`config.mk`:
```
export PLATFORM = sky130hd
export DESIGN_NAME = pc_unit
export DESIGN_NICKNAME = d
export VERILOG_FILES = /design/src/rtl/pc_unit_pkg.sv /design/src/rtl/pc_unit_ras_stack.sv /design/src/rtl/pc_unit.sv
export SDC_FILE = /design/constraint.sdc
export NUM_CORES = 1
export LEC_CHECK = 0
export CAP_MARGIN = 10
export CORE_ASPECT_RATIO = 0.9
export CORE_MARGIN = 1.5
export CORE_UTILIZATION = 55
export DETAILED_ROUTE_END_ITERATION = 8
export DONT_BUFFER_PORTS = 1
export GPL_TIMING_DRIVEN = 0
export PLACE_DENSITY_LB_ADDON = 0.12
export SYNTH_ARGS = -nofsm -noshare
export SYNTH_HDL_FRONTEND = slang
export SYNTH_HIERARCHICAL = 1
export SYNTH_SLANG_ARGS = --single-unit
```
`constraint.sdc`:
```
create_clock -name Clock -period 3.15 [get_ports Clock]
set_clock_uncertainty 0.05 [all_clocks]
set_input_delay 0.63 -clock Clock [delete_from_list [all_inputs] [get_ports Clock]]
set_output_delay 0.63 -clock Clock [all_outputs]
set_load 0.02 [all_outputs]
```
`src/rtl/pc_unit_pkg.sv`:
```
// Shared select encodings and default sizing for the program-counter unit.
package pc_unit_pkg;

  typedef enum logic [2:0] {
    PcInc    = 3'd0,
    PcSysbus = 3'd1,
    PcAluOut = 3'd2,
    PcLr     = 3'd3,
    PcRas    = 3'd4
  } pc_select_t;

  typedef enum logic {
    LrSys = 1'b0,
    LrPc  = 1'b1
  } Lr_select_t;

  localparam int DEF_WIDTH        = 16;
  localparam int DEF_RAS_DEPTH    = 4;
  localparam int DEF_RESET_VECTOR = 0;
  localparam int DEF_INC_STEP     = 1;

endpackage

```
`src/rtl/pc_unit_ras_stack.sv`:
```
// Circular return-address stack with saturating count and sticky overflow/underflow flags.
module ras_stack
  import pc_unit_pkg::*;
#(
  parameter int WIDTH = DEF_WIDTH,
  parameter int DEPTH = DEF_RAS_DEPTH
) (
  input  logic             Clock,
  input  logic             Reset,
  input  logic             Push,
  input  logic             Pop,
  input  logic [WIDTH-1:0] Din,
  output logic [WIDTH-1:0] Top,
  output logic             Full,
  output logic             Empty,
  output logic             Ovf,
  output logic             Unf,
  input  logic             FlagClr
);

  localparam int PW = $clog2(DEPTH);
  localparam int CW = PW + 1;

  logic [WIDTH-1:0] mem [DEPTH];
  logic [PW-1:0]    ptr, ptr_next, wr_idx;
  logic [CW-1:0]    count, count_next;
  logic             wr_en, ovf_evt, unf_evt;

  assign Full  = (count == CW'(DEPTH));
  assign Empty = (count == '0);
  assign Top   = mem[ptr];

  always_comb begin
    ptr_next   = ptr;
    count_next = count;
    wr_en      = 1'b0;
    wr_idx     = ptr + PW'(1);
    ovf_evt    = 1'b0;
    unf_evt    = 1'b0;
    if (Push && Pop) begin
      // Replace the top in place; on an empty stack there is no top, so it becomes a push.
      wr_en = 1'b1;
      if (Empty) begin
        ptr_next   = ptr + PW'(1);
        count_next = CW'(1);
        unf_evt    = 1'b1;
      end else begin
        wr_idx = ptr;
      end
    end else if (Push) begin
      wr_en    = 1'b1;
      ptr_next = ptr + PW'(1);
      if (Full) ovf_evt = 1'b1;
      else      count_next = count + CW'(1);
    end else if (Pop) begin
      if (Empty) begin
        unf_evt = 1'b1;
      end else begin
        ptr_next   = ptr - PW'(1);
        count_next = count - CW'(1);
      end
    end
  end

  always_ff @(posedge Clock or posedge Reset) begin
    if (Reset) begin
      ptr   <= '0;
      count <= '0;
      Ovf   <= 1'b0;
      Unf   <= 1'b0;
    end else begin
      ptr   <= ptr_next;
      count <= count_next;
      Ovf   <= (Ovf & ~FlagClr) | ovf_evt;
      Unf   <= (Unf & ~FlagClr) | unf_evt;
    end
  end

  // Entry contents are don't-care after reset, so storage carries no reset.
  always_ff @(posedge Clock) begin
    if (wr_en) mem[wr_idx] <= Din;
  end

endmodule

```
`src/rtl/pc_unit.sv`:
```
// Program-counter unit: PC and LR registers with source muxes, incrementer, RAS and bus drive.
module pc_unit
  import pc_unit_pkg::*;
#(
  parameter int WIDTH        = DEF_WIDTH,
  parameter int RAS_DEPTH    = DEF_RAS_DEPTH,
  parameter int RESET_VECTOR = DEF_RESET_VECTOR,
  parameter int INC_STEP     = DEF_INC_STEP
) (
  input  logic             Clock,
  input  logic             Reset,
  input  logic [2:0]       PcSel,
  input  logic             PcWe,
  input  logic             PcEn,
  input  logic             LrSel,
  input  logic             LrWe,
  input  logic             LrEn,
  input  logic             Call,
  input  logic             Ret,
  input  logic             Stall,
  input  logic             FlagClr,
  input  logic [WIDTH-1:0] AluIn,
  input  logic [WIDTH-1:0] SysBusIn,
  output logic [WIDTH-1:0] SysBusOut,
  output logic             SysBusOe,
  output logic [WIDTH-1:0] Pc,
  output logic             RasFull,
  output logic             RasEmpty,
  output logic             RasOvf,
  output logic             RasUnf
);

  logic [WIDTH-1:0] lr, pc_inc, pc_next, lr_next, ras_top, ras_sel;

  assign pc_inc = Pc + WIDTH'(INC_STEP);

  ras_stack #(
    .WIDTH (WIDTH),
    .DEPTH (RAS_DEPTH)
  ) u_ras (
    .Clock   (Clock),
    .Reset   (Reset),
    .Push    (Call & ~Stall),
    .Pop     (Ret & ~Stall),
    .Din     (pc_inc),
    .Top     (ras_top),
    .Full    (RasFull),
    .Empty   (RasEmpty),
    .Ovf     (RasOvf),
    .Unf     (RasUnf),
    .FlagClr (FlagClr)
  );

  // An underflowing return falls back to the link register.
  assign ras_sel = RasEmpty ? lr : ras_top;

  always_comb begin
    pc_next = Pc;
    case (PcSel)
      PcInc:    pc_next = pc_inc;
      PcSysbus: pc_next = SysBusIn;
      PcAluOut: pc_next = AluIn;
      PcLr:     pc_next = lr;
      PcRas:    pc_next = ras_sel;
      default:  pc_next = Pc;
    endcase
  end

  assign lr_next = (LrSel == LrPc) ? pc_inc : SysBusIn;

  always_ff @(posedge Clock or posedge Reset) begin
    if (Reset) begin
      Pc <= WIDTH'(RESET_VECTOR);
      lr <= '0;
    end else if (!Stall) begin
      if (PcWe) Pc <= pc_next;
      if (LrWe) lr <= lr_next;
    end
  end

  assign SysBusOe  = PcEn | LrEn;
  assign SysBusOut = PcEn ? Pc : (LrEn ? lr : '0);

endmodule

```
==> run metrics <==
worst path buffer plus inverter count=0; CP top delay family=simple AND/OR/NAND/NOR gates; hold_ws=0.0329 ns; DRC violations left=0; Data required, critical path=3.41 ns; # placed instances=between 600 and 700; critical path endpoint category=register; Final Non-Filler Cells=625; Top FF cell, synth=edfxtp_1; CTS max path bufs=2; Final Cycle Share=around four fifths; number of synthesized register bits=approximately 100; Mapped Nets=528; Final Max Slew Viols=0; routing usage on met2=43.7%; post_cts resized=0; Static Leakage=approximately 2.2 nW; number of global-route vias before repair=approximately 4000; commonest non-fill, non-tap cell in the layout=edfxtp_1; number of fill cells in the layout=approximately 820; hold buffers post-CTS=0; first-pass GRT wire length=23100 um; P per Cell Area=about 730 mW/mm^2; outcome=complete, no violations; Starting Density=between 50% and 60%; GRT busiest layer=met1; Worst Setup Start Kind=register; met1 GRT Util=between 40 and 50%; crit-path cells=ha_1 -> nand3_2 -> or4_4 -> xnor2_2 -> mux2i_1 -> o21ai_1; Slew HR=a little over a fifth; Worst IR Drop VDD=0.375 mV; largest net degree at the start of global routing=24; Worst-path clk slew=~0.11 ns; first-pass detailed-route iteration total=5; Placement Cell Area=roughly 0.0057 mm^2; Cell Area, Synth=~0.0055 mm^2; setup repair bufs after CTS=0; share of layout cells above drive strength 1=15.6%; Cell variety after synth=65; Post-Route WL=between 10000 and 15000 um; Die Area=~0.011 mm^2; Die Wd=~110 um; Worst EP arrival=roughly 2.8 ns; Num CTS Buffers=9; Synth-to-Final Area Change=8.10%; clock root cell=clkbuf_8; number of diodes=0; max incr delay on CP=0.62 ns; Hold Vio Cnt, Final=0; worst min path class=in2async; Max Cap Viol=0; crit path time final=around 2.5 ns; Seq/Total Area, Yosys=between 50% and 60%; final setup violation count=0; commonest cells after routing, fill and taps aside=edfxtp_1 (64), nand2_1 (60), o21ai_0 (49); fmax=around 400 MHz; gr usage total=between 20% and 30%; RSZ-0062 raised after global routing=false; CTS tree=yes; crit path max-delay cell type=dfrtp_1; row count=34; Worst Path Class, Setup=reg2reg; WL per Instance=between 20 and 25 um; Placer Congestion=approximately 0.9; NumNets Final=542; hpwl dp=roughly 11000 um; Core Util, Final=61.3%; Clock Sinks=between 100 and 150; Vias=between 4000 and 5000; antenna violations before repair=0; Post-synth ARST share=37.9%; Core ar.=0.00970 mm^2; Syn Area/Cell=between 10 and 15 um^2; Max FO, Critical Path=7; worst-margin pin slew=approximately 1.2 ns; Post-synth EDFFs=64; worst skew pair latency=~0.38 ns; Via density=between 6 and 7; met3 GRT Util=under 10%; Detailed Route Iter0 Violations=between 300 and 400; IO Count=just over 80; Chip Height=97.9 um; H-tree depth=3; Final Cell Area=about 0.0059 mm^2; synth warn=6; Routed Antenna Nets=0; IO buf count=0; Synth Instances=480; total grt overflow=0
## flip-flops by register name, summed over array words and instances, names as in the netlist
signal	flops
lr	16
u_ras/mem	64
Pc	16
u_ras/ptr	2
u_ras/Ovf	1
u_ras/count	3
u_ras/Unf	1
## stage by stage
stage                     TNS [ns]  worst slack (ns)  power (mW)
after floorplan                  0             0.456        3.07
after global placement       -3.80            -0.132        3.40
after detailed placement         0             0.525        3.48
after CTS                        0             0.609        4.36
after global routing             0             0.489        4.56
final                            0             0.622        4.35
## metal layers
layer  wire, um  up-vias
met5          0        -
met4        243        0
met3       1300       28
met2       6870      226
met1       6500     2033
li1           -     1805
## Yosys cell counts (all sizes together) (4+ instances only)
library cell	count	area share (%)
nand2	60	4.1
o211ai	5	0.68
nand4	4	0.57
nor3	7	0.64
xor2	8	1.4
and3	4	0.50
a22oi	10	1.4
a221oi	4	0.64
nor3b	6	1.0
o21ai	51	4.6
nand3	12	1.4
clkbuf	15	1.8
edfxtp	64	35
a21oi	28	2.5
xnor2	14	2.4
mux2i	16	2.9
inv	18	1.2
buf	19	2.0
a22o	4	0.64
o22ai	4	0.45
a21o	4	0.55
dfrtp	39	18
nor2b	7	0.80
nand2b	7	0.80
a211oi	6	0.91
mux4	17	7.0
nor2	15	1.0
## where the power goes
group          switching [mW]  internal (mW)  leakage [nW]  total, mW
clock                   0.499          0.386         0.107      0.885
sequential              0.288           1.75          1.06       2.03
combinational           0.842          0.586         0.997       1.43
## final cells by class
| type | count | area, um^2 | share of cell area [%] |
|---|---|---|---|
| Timing Repair Buffer | 3 | 57.6 | 0.968 |
| Clock buffer | 9 | 124 | 2.08 |
| Buffer | 34 | 208 | 3.49 |
| Clock inverter | 7 | 87.6 | 1.47 |
| Tap cell | 126 | 158 | 2.65 |
| Inverter | 18 | 67.6 | 1.14 |
| Sequential cell | 103 | 2900 | 48.7 |
| Multi-Input combinational cell | 325 | 2340 | 39.4 |
## logic make-up (layout without fill, tap and decap cells)
logic type,count (synthesis),after routing,share of synthesized area [%]
AND/OR/NAND/NOR,137,137,13.0
AO/OA/AOI/OAI,130,130,14.9
flip-flops,103,103,52.7
buffers and inverters,52,71,5.01
multiplexers,34,34,10.1
XOR/XNOR,22,22,3.78
adder cells (fa/ha/maj),2,2,0.592
## worst reg2reg max path: cells and delay by family (launching register included)
family,cells,cell delay (ns)
AND/OR/NAND/NOR,2,0.81
multiplexers,1,0.16
XOR/XNOR,1,0.31
AO/OA/AOI/OAI,1,0.14
adder cells (fa/ha/maj),1,0.37
flip-flops,1,0.62
## path summary, 6_finish.rpt
kind / cells after the start / slack [ns] / end / start
setup / recovery: 6 / 0.62 / lr[12] / Pc[0]
hold / removal: 1 / 0.03 / u_ras/count[1] / Reset
setup reg to reg: 6 / 0.62 / lr[12] / Pc[0]
hold reg to reg: 2 / 0.48 / lr[9] / lr[9]
max in group asynchronous: 2 / 2.41 / Pc[2] / Reset
min in group Clock: 2 / 0.41 / u_ras/Ovf / FlagClr
(Power assumes the default switching activity.)
